File: src/rtl/hls_fp32_sub_chn_o_rsci_out_ctrl_if.sv
// ---------------------------------------------------------------------------
// hls_fp32_sub_chn_o_rsci_out_ctrl_if
// Downstream valid/ready stream of the fp32 sub core output channel chn_o.
//   chn_o_rsc_lz : valid, driven by the channel (master)
//   chn_o_rsc_vz : ready, driven by downstream NVDLA logic (slave)
//   chn_o_rsc_z  : payload, driven by the channel (master)
// ---------------------------------------------------------------------------
interface hls_fp32_sub_chn_o_rsci_out_ctrl_if #(
    parameter int DATA_W = 32
);
    logic              chn_o_rsc_lz;
    logic              chn_o_rsc_vz;
    logic [DATA_W-1:0] chn_o_rsc_z;

    modport master (
        output chn_o_rsc_lz,
        output chn_o_rsc_z,
        input  chn_o_rsc_vz
    );

    modport slave (
        input  chn_o_rsc_lz,
        input  chn_o_rsc_z,
        output chn_o_rsc_vz
    );
endinterface

File: src/rtl/hls_fp32_sub_chn_o_rsci_out_ctrl.sv
// ---------------------------------------------------------------------------
// hls_fp32_sub_chn_o_rsci_out_ctrl
// Transmit-side channel for the fp32 sub core output chn_o. Core write
// requests (core_wen/core_wten stall discipline) are turned into a
// valid/ready stream through a 2-entry buffer (head + skid). Downstream
// ready never reaches a core-side output combinationally: acceptance only
// depends on the registered occupancy.
//
// Ports:
//   nvdla_core_clk, nvdla_core_rstn : clock, async active-low reset
//   chn_o_rsci_oswt                 : core requests an output write this state
//   core_wen, core_wten             : core enable / registered stall indication
//   chn_o_rsci_iswt0                : core issues a write this cycle
//   chn_o_rsci_ld_core_psct         : core pseudo-select for the write
//   chn_o_rsci_d                    : result data from the core
//   chn_o_rsci_biwt                 : write accepted into the buffer this cycle
//   chn_o_rsci_bdwt                 : oswt & core_wen
//   chn_o_rsci_ld_core_sct          : ld_core_psct & ogwt
//   chn_o_rsci_wen_comp             : channel does not stall the core
//   chn_o_rsc (master)              : downstream lz/vz/z stream
//
// Optional feature (macro HLS_FP32_SUB_CHN_O_STALL_CNT_EN):
//   chn_o_stall_clr  : synchronous clear of the stall counter
//   chn_o_stall_cnt  : saturating count of cycles with lz & ~vz
// ---------------------------------------------------------------------------
module hls_fp32_sub_chn_o_rsci_out_ctrl #(
    parameter int DATA_W = 32
) (
    input  logic              nvdla_core_clk,
    input  logic              nvdla_core_rstn,
    input  logic              chn_o_rsci_oswt,
    input  logic              core_wen,
    input  logic              core_wten,
    input  logic              chn_o_rsci_iswt0,
    input  logic              chn_o_rsci_ld_core_psct,
    input  logic [DATA_W-1:0] chn_o_rsci_d,
    output logic              chn_o_rsci_biwt,
    output logic              chn_o_rsci_bdwt,
    output logic              chn_o_rsci_ld_core_sct,
    output logic              chn_o_rsci_wen_comp,
`ifdef HLS_FP32_SUB_CHN_O_STALL_CNT_EN
    input  logic              chn_o_stall_clr,
    output logic [15:0]       chn_o_stall_cnt,
`endif
    hls_fp32_sub_chn_o_rsci_out_ctrl_if.master chn_o_rsc
);

    // Buffer occupancy; the state also encodes head/skid validity
    // (head valid when not EMPTY, skid valid only when FULL).
    typedef enum logic [1:0] {
        ST_EMPTY = 2'd0,
        ST_ONE   = 2'd1,
        ST_FULL  = 2'd2
    } state_t;

    state_t            state_r;
    state_t            state_s;
    logic [DATA_W-1:0] head_data_r;
    logic [DATA_W-1:0] head_data_s;
    logic [DATA_W-1:0] skid_data_r;
    logic [DATA_W-1:0] skid_data_s;
    logic              icwt_r;
    logic              icwt_s;

    logic              pdswt0_s;
    logic              ogwt_s;
    logic              full_s;
    logic              biwt_s;
    logic              lz_s;
    logic              pop_s;

    // Wait-control decode and handshake outputs.
    always_comb begin
        pdswt0_s = chn_o_rsci_iswt0 & ~core_wten;
        ogwt_s   = pdswt0_s | icwt_r;
        full_s   = (state_r == ST_FULL);
        biwt_s   = ogwt_s & ~full_s;
        lz_s     = (state_r != ST_EMPTY);
        pop_s    = lz_s & chn_o_rsc.chn_o_rsc_vz;
    end

    assign chn_o_rsci_biwt        = biwt_s;
    assign chn_o_rsci_bdwt        = chn_o_rsci_oswt & core_wen;
    assign chn_o_rsci_ld_core_sct = chn_o_rsci_ld_core_psct & ogwt_s;
    assign chn_o_rsci_wen_comp    = ~ogwt_s | biwt_s;
    assign chn_o_rsc.chn_o_rsc_lz = lz_s;
    assign chn_o_rsc.chn_o_rsc_z  = head_data_r;

    // Next-state of the buffer: push on biwt, pop on lz & vz.
    always_comb begin
        state_s     = state_r;
        head_data_s = head_data_r;
        skid_data_s = skid_data_r;
        // A request blocked by a full buffer stays pending until accepted.
        icwt_s      = ogwt_s & ~biwt_s;
        case (state_r)
            ST_EMPTY: begin
                if (biwt_s) begin
                    head_data_s = chn_o_rsci_d;
                    state_s     = ST_ONE;
                end else begin
                    state_s     = ST_EMPTY;
                end
            end
            ST_ONE: begin
                case ({biwt_s, pop_s})
                    2'b10: begin
                        skid_data_s = chn_o_rsci_d;
                        state_s     = ST_FULL;
                    end
                    2'b01: begin
                        state_s     = ST_EMPTY;
                    end
                    2'b11: begin
                        // Head drains and refills in the same cycle.
                        head_data_s = chn_o_rsci_d;
                        state_s     = ST_ONE;
                    end
                    default: begin
                        state_s     = ST_ONE;
                    end
                endcase
            end
            ST_FULL: begin
                // No push here: full is taken from the registered state.
                if (pop_s) begin
                    head_data_s = skid_data_r;
                    state_s     = ST_ONE;
                end else begin
                    state_s     = ST_FULL;
                end
            end
            default: begin
                state_s = ST_EMPTY;
            end
        endcase
    end

    // Buffer and pending-request registers.
    always_ff @(posedge nvdla_core_clk or negedge nvdla_core_rstn) begin
        if (!nvdla_core_rstn) begin
            state_r     <= ST_EMPTY;
            head_data_r <= {DATA_W{1'b0}};
            skid_data_r <= {DATA_W{1'b0}};
            icwt_r      <= 1'b0;
        end else begin
            state_r     <= state_s;
            head_data_r <= head_data_s;
            skid_data_r <= skid_data_s;
            icwt_r      <= icwt_s;
        end
    end

`ifdef HLS_FP32_SUB_CHN_O_STALL_CNT_EN
    logic [15:0] stall_cnt_r;
    logic [15:0] stall_cnt_s;

    // Saturating stall counter; clear wins over increment.
    always_comb begin
        stall_cnt_s = stall_cnt_r;
        if (chn_o_stall_clr) begin
            stall_cnt_s = 16'h0000;
        end else if (lz_s && !chn_o_rsc.chn_o_rsc_vz && (stall_cnt_r != 16'hFFFF)) begin
            stall_cnt_s = stall_cnt_r + 16'h0001;
        end else begin
            stall_cnt_s = stall_cnt_r;
        end
    end

    // Stall counter register.
    always_ff @(posedge nvdla_core_clk or negedge nvdla_core_rstn) begin
        if (!nvdla_core_rstn) begin
            stall_cnt_r <= 16'h0000;
        end else begin
            stall_cnt_r <= stall_cnt_s;
        end
    end

    assign chn_o_stall_cnt = stall_cnt_r;
`endif

endmodule

File: src/flat_wrapper.sv
// flat-port wrapper written by rule: the top's interface ports become plain ports
module hls_fp32_sub_chn_o_rsci_out_ctrl_flat 
#(
    parameter int DATA_W = 32
)
  (nvdla_core_clk, nvdla_core_rstn, chn_o_rsci_oswt, core_wen, core_wten, chn_o_rsci_iswt0, chn_o_rsci_ld_core_psct, chn_o_rsci_d, chn_o_rsci_biwt, chn_o_rsci_bdwt, chn_o_rsci_ld_core_sct, chn_o_rsci_wen_comp, chn_o_rsc_chn_o_rsc_lz, chn_o_rsc_chn_o_rsc_z, chn_o_rsc_chn_o_rsc_vz);
  hls_fp32_sub_chn_o_rsci_out_ctrl_if #(.DATA_W(DATA_W)) chn_o_rsc_i ();
  input  logic nvdla_core_clk;
  input  logic nvdla_core_rstn;
  input  logic chn_o_rsci_oswt;
  input  logic core_wen;
  input  logic core_wten;
  input  logic chn_o_rsci_iswt0;
  input  logic chn_o_rsci_ld_core_psct;
  input  logic [DATA_W-1:0] chn_o_rsci_d;
  output logic chn_o_rsci_biwt;
  output logic chn_o_rsci_bdwt;
  output logic chn_o_rsci_ld_core_sct;
  output logic chn_o_rsci_wen_comp;
  output wire logic [$bits(chn_o_rsc_i.chn_o_rsc_lz)-1:0] chn_o_rsc_chn_o_rsc_lz;
  output wire logic [$bits(chn_o_rsc_i.chn_o_rsc_z)-1:0] chn_o_rsc_chn_o_rsc_z;
  input wire logic [$bits(chn_o_rsc_i.chn_o_rsc_vz)-1:0] chn_o_rsc_chn_o_rsc_vz;
  assign chn_o_rsc_chn_o_rsc_lz = chn_o_rsc_i.chn_o_rsc_lz;
  assign chn_o_rsc_chn_o_rsc_z = chn_o_rsc_i.chn_o_rsc_z;
  assign chn_o_rsc_i.chn_o_rsc_vz = chn_o_rsc_chn_o_rsc_vz;
  hls_fp32_sub_chn_o_rsci_out_ctrl #(.DATA_W(DATA_W)) u_core (.nvdla_core_clk(nvdla_core_clk), .nvdla_core_rstn(nvdla_core_rstn), .chn_o_rsci_oswt(chn_o_rsci_oswt), .core_wen(core_wen), .core_wten(core_wten), .chn_o_rsci_iswt0(chn_o_rsci_iswt0), .chn_o_rsci_ld_core_psct(chn_o_rsci_ld_core_psct), .chn_o_rsci_d(chn_o_rsci_d), .chn_o_rsci_biwt(chn_o_rsci_biwt), .chn_o_rsci_bdwt(chn_o_rsci_bdwt), .chn_o_rsci_ld_core_sct(chn_o_rsci_ld_core_sct), .chn_o_rsci_wen_comp(chn_o_rsci_wen_comp), .chn_o_rsc(chn_o_rsc_i));
endmodule
File: config.mk
export PLATFORM = sky130hd
export DESIGN_NAME = hls_fp32_sub_chn_o_rsci_out_ctrl_flat
export DESIGN_NICKNAME = d
export VERILOG_FILES = /design/src/rtl/hls_fp32_sub_chn_o_rsci_out_ctrl_if.sv /design/src/rtl/hls_fp32_sub_chn_o_rsci_out_ctrl.sv /design/src/flat_wrapper.sv
export SDC_FILE = /design/constraint.sdc
export NUM_CORES = 1
export LEC_CHECK = 0
export CAP_MARGIN = 20
export CORE_ASPECT_RATIO = 1.25
export CORE_MARGIN = 4
export CORE_UTILIZATION = 45
export CTS_BUF_LIST = sky130_fd_sc_hd__clkbuf_16
export DETAILED_ROUTE_END_ITERATION = 8
export GPL_TIMING_DRIVEN = 0
export PLACE_DENSITY = 0.77
export SLEW_MARGIN = 20
export SYNTH_ARGS = -nofsm -noshare
export SYNTH_HDL_FRONTEND = slang
export SYNTH_SLANG_ARGS = --single-unit
export TNS_END_PERCENT = 100
File: constraint.sdc
create_clock -name nvdla_core_clk -period 1.9 [get_ports nvdla_core_clk]
set_input_delay 0.19 -clock nvdla_core_clk [delete_from_list [all_inputs] [get_ports nvdla_core_clk]]
set_output_delay 0.19 -clock nvdla_core_clk [all_outputs]
set_load 0.02 [all_outputs]
; Yosys cells after proc, flatten, opt, wreduce, memory -nomap -nowiden
; Index checks and enable logic that the tools add are counted.
[totals]
register_bits = 67
latch_bits = 0
mem_bits_rw = 0
romBits = 0
inputBits = 40
elab_cells = 37
memories = 0
[op_classes]
add_sub_neg = 0
multipliers = 0
div_mod_pow = 0
order_cmp = 0
eq_ne = 8
shifts = 0
n_mux = 8
n_bitwise = 12
n_reduce_logical = 5
[ops]
columns = cell, count
row1 = 32-bit 2-to-1 mux, 3
row2 = 32-bit case mux with 3 select lines, 1
row3 = 1-bit bitwise AND, 6
row4 = 2-bit equality test (second input constant), 3
row5 = 2-bit case mux with 3 select lines, 1
row6 = 2-bit by 1-bit equality test with 1-bit output (second input constant), 2
row7 = 2-bit inequality test (second input constant), 2
row8 = 1-bit NOT, 4
row9 = 2-bit case mux with 2 select lines, 1
row10 = 4-bit AND reduction, 1
row11 = 3-bit nonzero test, 1
row12 = 2-bit logical NOT, 1
row13 = 2-bit 2-to-1 mux, 1
row14 = 2-bit by 1-bit inequality test with 1-bit output (second input constant), 1
row15 = 1-bit OR, 2
row16 = 2-bit AND reduction, 1
row17 = 2-bit nonzero test, 1
row18 = 1-bit 2-to-1 mux, 1

; Longest topological paths before layout
; Gate-level depths: netlist (run 1).
[logic_depth]
ltp_word = 7
mapped_depth = 10

; Worst setup path after synthesis (run 1)
; Ideal clock, no wire load.
[synth_path]
kind = register to register
start = register u_core.state_r[1]
end = register u_core.head_data_r[0] (netlist: u_core.chn_o_rsc.chn_o_rsc_z[0])
setup_time_ns = 0.128
t_arrival_ns = 1.916
required_ns = 1.772
path_slack_ns = -0.144
path_stages_with_launch = 11
n_path_buf = 3
cell_sequence = dfrtp_1 > nor2b_1 > clkbuf_1 > buf_2 > nor2_1 > ha_1 > nand2b_1 > a21oi_1 > o21ai_4 > buf_6 > mux2_1
[synth_via]
elab_chain_len = 6
[synth_lines]
columns = element, line_no
row1 = "start, declared", hls_fp32_sub_chn_o_rsci_out_ctrl.sv:56  ; state_t state_r;
row2 = "start signal, assigned", hls_fp32_sub_chn_o_rsci_out_ctrl.sv:147  ; state_r <= state_s;
row3 = 2-bit equality test, "hls_fp32_sub_chn_o_rsci_out_ctrl.sv:76, hls_fp32_sub_chn_o_rsci_out_ctrl.sv:96"
row4 = 1-bit NOT, hls_fp32_sub_chn_o_rsci_out_ctrl.sv:77  ; biwt_s = ogwt_s & ~full_s;
row5 = 1-bit bitwise AND, hls_fp32_sub_chn_o_rsci_out_ctrl.sv:77
row6 = 2-bit equality test, hls_fp32_sub_chn_o_rsci_out_ctrl.sv:106  ; case ({biwt_s, pop_s})
row7 = 2-bit inequality test (no source line), --
row8 = 4-bit AND reduction (no source line), --
row9 = "end signal, assigned", hls_fp32_sub_chn_o_rsci_out_ctrl.sv:143  ; head_data_r <= {DATA_W{1'b0}};
row10 = "end signal, assigned", hls_fp32_sub_chn_o_rsci_out_ctrl.sv:148  ; head_data_r <= head_data_s;
row11 = "end, declared", hls_fp32_sub_chn_o_rsci_out_ctrl.sv:58  ; logic [DATA_W-1:0] head_data_r;
; Several ways; a longest one is shown, not always the timed one.
; A chain may end at the register's enable or synchronous reset.

; Worst setup path in the final report (run 1)
[layout_path]
start = register u_core.state_r[1]
end = register u_core.head_data_r[18] (netlist: u_core.chn_o_rsc.chn_o_rsc_z[18])
; Same word-level chain as after synthesis.

==> results of run 1 <==
==> what timing repair did <==
action | in CTS | in global routing
buffers inserted | 12 | 1
hold endpoints to repair | 33 | 0
resized for setup | 50 | 3
pin swaps | 3 | 3
hold buffers | 1 | 0
endpoints found under the setup margin | 34 | 61
gates cloned | 3 | 0
==> worst register-to-register path: stages, from the launching register on <==
cell	delay [ps]
dfrtp_1	400
buf_6	130
or2_4	220
and2_4	140
ha_4	160
nand2b_4	60
a21oi_4	50
o21ai_4	130
buf_6	160
buf_6	130
mux2_4	300
==> state kept, by name (all words and copies together), names as in the netlist <==
signal and count:
u_core.chn_o_rsc.chn_o_rsc_z 32, u_core.skid_data_r 32, u_core.state_r 2, u_core.icwt_r 1
==> area by class of cell <==
cell class	instances	area [µm²]
fill	490	1990
sequential	67	1680
multi-input combinational	181	1500
timing repair buffer	93	948
clock buffer	9	225
buffer	13	140
tap	87	109
clock inverter	7	92.6
inverter	2	7.51
==> power breakdown <==
part           internal (W)  switching [W]
sequential          0.00214       0.000406
combinational       0.00230        0.00144
clock               0.00115       0.000604
==> cells in the mapped netlist, drive strengths merged <==
cell	instances
and2	3
a21o	1
nor2b	2
or2b	1
o21ai	2
nand2b	2
dfrtp	67
or2	1
nor2	3
mux2	64
o32ai	1
or3	1
buf	13
ha	1
clkbuf	2
a21oi	2
inv	2
nand2	97
==> logic make-up after synthesis <==
family	synth area share [%]
muxes	26.3
AOI/OAI and AO/OA	1.51
adders and majority gates	0.396
DFF	53.1
and+or+nand+nor	13.9
buffers and inverters	4.76
==> per-layer routing <==
metal,vias to the layer above,GRT usage (%)
met1,1124,22.9
met3,13,3.34
met2,47,34.6
met4,0,7.17
met5,-,0
li1,1072,-
==> per-stage QoR <==
stage	total power (W)	util, %	hold slack, ps
after floorplan	0.00436	-	-106
after global placement	0.00545	60.5	480
after detailed placement	0.00553	60.8	171
after CTS	0.00811	70.2	367
after global routing	0.00844	70.2	416
final	0.00804	70.2	368
==> path summary, 6_finish.rpt <==
check | start | cells past startpoint | end | slack, ps
worst max-delay path | u_core.state_r[1] | 10 | u_core.chn_o_rsc.chn_o_rsc_z[18] | -100
worst min-delay path | nvdla_core_rstn | 2 | u_core.icwt_r | 370
worst max register to register | u_core.state_r[1] | 10 | u_core.chn_o_rsc.chn_o_rsc_z[18] | -100
worst min register to register | u_core.chn_o_rsc.chn_o_rsc_z[15] | 1 | u_core.chn_o_rsc.chn_o_rsc_z[15] | 510
max in group asynchronous | nvdla_core_rstn | 3 | u_core.chn_o_rsc.chn_o_rsc_z[13] | 1000
min in group nvdla_core_clk | u_core.chn_o_rsc.chn_o_rsc_z[15] | 1 | u_core.chn_o_rsc.chn_o_rsc_z[15] | 510
==> metrics.md, run 1 <==
| Metric | Value |
|---|---|
| Clk slew on worst S/H paths | 50 ps |
| CP max stage cell | dfrtp_1 |
| Cell Area, Placed | 0.00407 mm² |
| Routed vias/inst | 4.92 |
| Seq/Total Area, Yosys | 53.1% |
| Gr usage total | 19.1% |
| Rel. slew slack | 69.7% |
| Setup WS post-layout | -99.8 ps |
| Worst clock skew | 5.70 ps |
| Arr. time, crit path | 2200 ps |
| Antenna cell count | 0 |
| DRT iter0 DRCs | 98 |
| Largest net degree at the start of global routing | 35 |
| Met2 wire length | 3960 µm |
| Mapped Area | 0.00316 mm² |
| Number of max-cap violations | 0 |
| Post-Route WL | 7490 µm |
| CTS tree | built |
| Req. time, crit path | 2100 ps |
| Max layer used | met4 |
| RSZ-0062 raised after global routing | yes |
| Min cycle time layout | 2000 ps |
| Row cnt | 33 |
| Mapped Cells | 265 |
| Antenna violations before repair | 0 |
| PortBufs | 76 |
| CTS root buf | clkbuf_16 |
| Hold Vio Cnt, Final | 0 |
| Avg Cell Area, Syn | 11.9 µm² |
| Core area | 0.00669 mm² |
| First-pass GRT wire length | 12700 µm |
| Post-synth top area cell | dfrtp_1 |
| Met1 WL | 3150 µm |
| Max IR drop VDD | 0.000900 V |
| # IOs | 77 |
| Post-DP HPWL | 4720 µm |
| Most frequent cell on the critical path | buf_6 |
| Critical path peak fanout | 5 |
| Number of max-slew violations in the final report | 0 |
| Pleak | 2.35 nW |
| Fin area | 0.00470 mm² |
| Antenna Nets Post-Route | 0 |
| Share of layout cells above drive strength 1 | 31.5% |
| Netlist cell types | 23 |
| Routability Congestion | 0.754 |
| Final instance count without filler cells | 459 |
| Commonest cells after routing, fill and taps aside | 97 x nand2_1, 72 x clkdlybuf4s50_1, 66 x dfrtp_1 |
| Worst Tran Pin Value | 454 ps |
| GRT Residual Overflow | 0 |
| DP Worst Slack | -248 ps |
| Area growth, synth to finish | 48.8% |
| Setup TNS | -1510 ps |
| Max H-tree Level | 3 |
| Drt pass-1 iters | 4 |
| Buffers and inverters on the worst path | 3 |
| Failing checks | negative setup slack |
| Metal3 WL | 232 µm |
| Period Utilization, post-route | 105% |
| Final nets | 408 |
| Starting Density | 47.2% |
| Crit. End Element | flip-flop |
| Critical path's largest stage delay | 400 ps |
| Syn_nets | 306 |
| CTS Buf Count | 9 |
| Drc violations | 0 |
| Yosys warns | 0 |
| Max Buffers Root-to-Sink | 2 |
| CTS sink count | 67 |
| Vias in the first global route | 2534 |
| Cell area power density | 1710 mW/mm² |
| Vias | 2256 |
| Final setup fails | 31 |
| Status | finished, violations left |
| Clk_lat worst skew | 320 ps |
| Wire length per cell | 16.3 µm |
| Top post-synthesis cells by area | dfrtp_1 53%, mux2_4 14%, nand2_1 12% |
| Die area | 0.00842 mm² |
| Die Wd | 82.9 µm |
| Worst hold path type | primary input to async pin |
| Leading cell type in the layout, fill and taps excluded | nand2_1 |
| Yosys reg bits | 67 |
| Crit-path cells | buf_6 > or2_4 > and2_4 > ha_4 > nand2b_4 > a21oi_4 > o21ai_4 > buf_6 > buf_6 > mux2_4 |
| Startpoint class of the critical path | flip-flop |
| Share of Yosys cell area claimed by the top area cell type | 53.1% |
| Fmax | 0.500 GHz |
| Placed Cells | 429 |
| Die extent in y | 102 µm |
| Critical setup path kind | flip-flop to flip-flop |
| Crit path max-delay family | buffers and inverters |
No activity file was read; power rests on OpenSTA's default activity.
==> run 2: changes to the inputs <==
Settings changed: ABC_AREA set to 1, PLACE_DENSITY 0.77 to 0.76.
==> run 2 against run 1 <==
Compared with the run above: the flow now finishes without violations; routed wire length is 9.0% higher; global-route usage is 0.92 points higher; die area is 2.7% higher; sequential cell count stayed put; via count is 36% higher; combinational power is 18% lower; sequential power is 4% lower; clock power is 19% lower; highest routed layer unchanged; setup slack better by 200 ps; critical endpoint is now chn_o_rsc_chn_o_rsc_lz; hold slack worse by 94 ps; clock skew is 2.1 ps lower; maximum frequency is 11% higher.
==> metrics.md, run 2 <==
| Metric | Value |
|---|---|
| Status | complete, no violations |
| RSZ-0062 raised after global routing | no |
| Post-layout util | 63.8% |
| Crit. End Element | primary output |
| First-pass GRT wire length | 13800 µm |
| Antenna cell count | 0 |
| Drc violations | 0 |
| Most frequent cell after synthesis | nand2_1 |
| CTS Buf Count | 9 |
| Post-Synth Adder-Cell Area | 0.385% |
| Startpoint class of the critical path | flip-flop |
| Fin area | 0.00445 mm² |
| Yosys reg bits | 67 |
| Placed Cells | 586 |
| Yosys warns | 0 |
| Antenna violations before repair | 0 |
| XOR/XNOR share of the synthesized area | 0% |
| Cell Area, Placed | 0.00415 mm² |
| Largest net degree at the start of global routing | 52 |
| Buffers and inverters on the worst path | 3 |
| CP max stage cell | clkdlybuf4s50_1 |
| Die Wd | 84.0 µm |
| Largest family of logic cells by synthesized area | simple AND/OR/NAND/NOR gates |
| Leading cell type in the layout, fill and taps excluded | nand2_1 |
| Prevailing post-synth register cell | dfrtp_1 |
| Routability Congestion | 0.830 |
| Post-synth top area cell | dfrtp_1 |
| Syn_nets | 460 |
| Crit-path cells | buf_4 > nor2_4 > inv_1 > clkdlybuf4s50_1 |
| Worst clock skew | 3.61 ps |
| Req. time, crit path | 1710 ps |
| PortBufs | 76 |
| Routed vias/inst | 5.08 |
| Share of layout cells above drive strength 1 | 9.92% |
| Critical path's largest stage delay | 540 ps |
| Gr usage total | 20.1% |
| Critical setup path kind | flip-flop to primary output |
| Mapped Area | 0.00325 mm² |
| Avg Cell Area, Syn | 7.76 µm² |
| Wire length per cell | 13.5 µm |
| Top cells by count, synth | 203 x nand2_1, 96 x nand3_1, 67 x dfrtp_1 |
| Final nets | 550 |
| # fillers | 621 |
| Commonest cells after routing, fill and taps aside | 201 x nand2_1, 96 x nand3_1, 72 x clkdlybuf4s50_1 |
| Area growth, synth to finish | 37.0% |
| # IOs | 77 |
| Core area | 0.00698 mm² |
| Seq/Total Area, Yosys | 51.6% |
| Storage element area | 0.00168 mm² |
| Mux cell area share after synthesis | 0% |
| Fmax | 0.557 GHz |
| Setup WS post-layout | 103 ps |
| Starting Density | 46.6% |
| Vias | 3068 |
| Top post-synthesis cells by area | dfrtp_1 52%, nand2_1 23%, nand3_1 15% |
| Share of Yosys cell area claimed by the top area cell type | 51.6% |
| Synth Area in Compound Gates | 0.385% |
| DRT iter0 DRCs | 250 |
| Critical path origin | u_core.state_r[0] |
| Vias in the first global route | 2996 |
| CTS root buf | clkbuf_16 |
| Hold Vio Cnt, Final | 0 |
| Number of enable flip-flop cells after synthesis | 0 |
| Arr. time, crit path | 1610 ps |
| GRT Residual Overflow | 0 |
| Clk slew on worst S/H paths | 50 ps |
| Drt pass-1 iters | 4 |
| Period Utilization, post-route | 94.6% |
| Crit Reg-Reg Startpoint | u_core.state_r[1] |
| DP Worst Slack | -368 ps |
| Area of the multi-input gates | 0.00136 mm² |
| Die area | 0.00866 mm² |
| Number of max-cap violations | 0 |
| Final setup fails | 0 |
| CTS tree | built |
| Clk_lat worst skew | 320 ps |
| Worst Tran Pin Value | 459 ps |
| Max Buffers Root-to-Sink | 2 |
| Post-DP HPWL | 5790 µm |
| Hold_ws | 275 ps |
| Antenna Nets Post-Route | 0 |
| Number of max-slew violations in the final report | 0 |
| Worst hold path type | primary input to async pin |
| Row cnt | 34 |
| CTS sink count | 67 |
| Post-synth ARST share | 100% |
| Pleak | 2.37 nW |
| Cell area power density | 1560 mW/mm² |
| Post-synthesis simple-gate area fraction | 40.4% |
| Final instance count without filler cells | 604 |
| Die extent in y | 103 µm |
| Netlist cell types | 17 |
| Min cycle time layout | 1800 ps |
| Mapped Cells | 419 |
| Post-Route WL | 8170 µm |
| Max H-tree Level | 3 |
| Crit path max-delay family | buffers and inverters |
| Critical path peak fanout | 4 |
| Max IR drop VDD | 0.000876 V |
| Rel. slew slack | 69.4% |
## run 2: cell count changes after synthesis, moves of 3 or more
cell and delta:
and2_1 -3, mux2_4 -29, buf_2 +8, mux2_1 -10
buf_4 +6, buf_12 -3, mux2_2 -25, nand2_1 +106
nand3_1 +96, inv_1 +8
## run 2: power breakdown
group	internal, W	switching [W]
sequential	0.00210	0.000358
clock	0.000853	0.000566
combinational	0.00130	0.00175
## run 2: final timing paths
kind	endpoint	depth (start not counted)	slack [ps]
setup / recovery	chn_o_rsc_chn_o_rsc_lz	4	100
hold / removal	u_core.chn_o_rsc.chn_o_rsc_z[4]	2	270
setup reg to reg	u_core.chn_o_rsc.chn_o_rsc_z[6]	13	200
hold reg to reg	u_core.chn_o_rsc.chn_o_rsc_z[9]	2	460
max in group asynchronous	u_core.icwt_r	3	1110
min in group nvdla_core_clk	u_core.skid_data_r[19]	3	450
## run 2: area by class of cell
cell class / count / area share [%]
Buffer: 27 / 4.38
Clock buffer: 9 / 5.06
Clock inverter: 7 / 0.646
Inverter: 12 / 1.01
Multi-Input combinational cell: 312 / 30.6
Sequential cell: 67 / 37.6
Tap cell: 90 / 2.53
Timing Repair Buffer: 80 / 18.1
## run 2: worst register-to-register path: cells and delay by family (launching register included)
kind / cells / cell delay, ps
AND/OR/NAND/NOR: 8 / 670
buffers and inverters: 4 / 430
flip-flops: 1 / 350
adder cells (fa/ha/maj): 1 / 140
## run 2: metrics by stage
stage                     setup TNS (ps)  power (W)
final                                  0    0.00693
after global routing                   0    0.00743
after CTS                              0    0.00696
after detailed placement          -11690    0.00547
after global placement           -118490    0.00538
after floorplan                        0    0.00423
## run 2: cells by family after synthesis
group,Yosys count
flops,67
buf+inv,40
fa+ha+maj,1
simple gates,309
compound gates,2
## run 2: routing by layer
| layer | track usage, % | up-vias | share of wire, % | routed length [µm] |
|---|---|---|---|---|
| li1 | - | 1515 | - | - |
| met5 | 0 | - | 0 | 0 |
| met2 | 33.7 | 84 | 51 | 4160 |
| met1 | 24.9 | 1456 | 42 | 3460 |
| met4 | 9.65 | 0 | 2.3 | 187 |
| met3 | 4.08 | 13 | 4.4 | 363 |
## run 2: timing repair
| item | CTS | global route |
|---|---|---|
| resized for setup | 9 | 8 |
| endpoints found under the setup margin | 35 | 34 |
| pin swaps | 0 | 3 |
| hold endpoints to repair | 16 | 0 |
| hold buffers | 1 | 0 |
| setup buffers | 1 | 1 |
==> run 3: changes to the inputs <==
Settings changed: CAP_MARGIN 20 to not set, MAX_ROUTING_LAYER set to met4.
Clock period 1.9 ns to 1.5 ns, I/O delays scaled along.
==> run 3 against run 2 <==
Compared with the run above: the flow now finishes with violations (negative setup slack); utilization is 8.1 points higher; sequential power grew 28%; routed wire length is 20% higher; clock skew up 1.2 ps; sequential cell count did not move; die area is the same; clock power grew 44%; register-to-register slack lost 370 ps; largest cell class unchanged; largest power group unchanged.
==> metrics.md, run 3 (same netlist as run 2, synthesis figures left out) <==
| Metric | Value |
|---|---|
| Status | finished, violations left |
| Failing checks | negative setup slack |
| Rel. slew slack | 67.2% |
| DP Worst Slack | -659 ps |
| Antenna violations before repair | 0 |
| Fmax | 0.601 GHz |
| Final nets | 574 |
| # IOs | 77 |
| Worst Tran Pin Value | 492 ps |
| Flop-to-flop setup slack | -170 ps |
| Final instance count without filler cells | 627 |
| Hold Vio Cnt, Final | 0 |
| Req. time, crit path | 1730 ps |
| Vias in the first global route | 3316 |
| Antenna cell count | 0 |
| Antenna Nets Post-Route | 0 |
| Clk_lat worst skew | 330 ps |
| Final setup fails | 65 |
| Number of max-slew violations in the final report | 0 |
| Gr usage total | 22.4% |
| Max IR drop VDD | 0.00129 V |
| Die area | 0.00866 mm² |
| Area growth, synth to finish | 54.4% |
| Routability Congestion | 0.855 |
| Leading cell type in the layout, fill and taps excluded | nand2_1 |
| Startpoint class of the critical path | flip-flop |
| Worst hold path type | primary input to flip-flop |
| Starting Density | 46.6% |
| Clk slew on worst S/H paths | 60 ps |
| Arr. time, crit path | 1890 ps |
| Storage element area | 0.00168 mm² |
| Cells on worst reg2reg path | 12 |
| Area of the multi-input gates | 0.00155 mm² |
| Die Wd | 84.0 µm |
| Placed Cells | 586 |
| RSZ-0062 raised after global routing | yes |
| First-pass GRT wire length | 15100 µm |
| Wire length per cell | 15.6 µm |
| CTS sink count | 67 |
| Number of max-cap violations | 0 |
| Share of layout cells above drive strength 1 | 22.7% |
| Post-Route WL | 9770 µm |
| Crit. End Element | flip-flop |
| Max Buffers Root-to-Sink | 2 |
| Setup WS post-layout | -165 ps |
| # fillers | 513 |
| Routed vias/inst | 5.29 |
| CTS Buf Count | 9 |
| Hold Path Depth | 3 |
| PortBufs | 76 |
| CTS tree | built |
| Drt pass-1 iters | 7 |
| Worst clock skew | 4.86 ps |
| Commonest cells after routing, fill and taps aside | 183 x nand2_1, 80 x nand3_1, 67 x dfrtp_1 |
| Die extent in y | 103 µm |
| Row cnt | 34 |
| Drc violations | 0 |
| Vias | 3319 |
| GRT Residual Overflow | 0 |
| Max H-tree Level | 3 |
| DRT iter0 DRCs | 253 |
| Largest net degree at the start of global routing | 37 |
| Critical path peak fanout | 10 |
| CTS root buf | clkbuf_16 |
| Core area | 0.00698 mm² |
| Min cycle time layout | 1670 ps |
| Post-DP HPWL | 5790 µm |
| Period Utilization, post-route | 111% |
| Critical setup path kind | flip-flop to flip-flop |
| Cell area power density | 2010 mW/mm² |
| Pleak | 2.66 nW |
-- run 3: routing by layer --
metal | global-route usage (%) | up-vias | wire length (µm)
li1 | - | 1567 | -
met1 | 25.5 | 1578 | 3900
met2 | 38.2 | 147 | 5000
met3 | 4.56 | 27 | 614
met4 | 10.4 | 0 | 247
met5 | - | - | 0
-- run 3: power by group --
| group | internal [W] | switching [W] | total (W) |
|---|---|---|---|
| Clock | 0.00126 | 0.000776 | 0.00204 |
| Combinational | 0.00223 | 0.00265 | 0.00488 |
| Sequential | 0.00266 | 0.000504 | 0.00316 |
| Total | 0.00615 | 0.00393 | 0.0101 |
-- run 3: layout make-up --
class	instances	area share, %
Buffer	26	4.64
Clock buffer	9	4.49
Clock inverter	6	1.17
Inverter	12	1.05
Multi-Input combinational cell	313	30.9
Sequential cell	67	33.4
Tap cell	90	2.24
Timing Repair Buffer	104	22.1
-- run 3: critical path, cell delays in order, from the launching register on --
cell and delay (ps):
dfrtp_1 420, buf_6 150, nor2_4 120, nor2_4 50
ha_4 150, inv_2 50, nand2_2 40, nand2_2 70
nand2_4 90, buf_6 150, buf_8 140, nand3_1 70
nand2_1 50
-- run 3: worst paths after layout --
kind,start,to
max,u_core.state_r[0],u_core.chn_o_rsc.chn_o_rsc_z[10]
min reg2reg,u_core.chn_o_rsc.chn_o_rsc_z[12],u_core.chn_o_rsc.chn_o_rsc_z[12]
min in group asynchronous,nvdla_core_rstn,u_core.chn_o_rsc.chn_o_rsc_z[2]
max in group asynchronous,nvdla_core_rstn,u_core.skid_data_r[12]
max reg2reg,u_core.state_r[0],u_core.chn_o_rsc.chn_o_rsc_z[10]
min,chn_o_rsc_chn_o_rsc_vz,u_core.state_r[0]
-- run 3: stage by stage --
| step | area (µm²) | hold WS (ps) | setup TNS [ps] | total power (W) | util (%) |
|---|---|---|---|---|---|
| 2_1_floorplan | 3280 | -146 | -4860 | 0.00542 | - |
| 3_3_place_gp | 4160 | 453 | -152170 | 0.00689 | 59.6 |
| 3_5_place_dp | 4180 | 121 | -23040 | 0.00700 | 59.8 |
| 4_1_cts | 4660 | 316 | -2310 | 0.00952 | 66.8 |
| 5_1_grt | 5020 | 289 | -9580 | 0.0107 | 71.9 |
| 6_report | 5020 | 267 | -5060 | 0.0101 | 71.9 |
-- run 3: timing repair --
action / CTS / global route
hold buffers: 1 / 0
gates cloned: 2 / 7
pin swaps: 9 / 9
buffers inserted: 11 / 7
endpoints found under the setup margin: 36 / 70
gates resized for setup: 45 / 55
hold endpoints to repair: 31 / 0
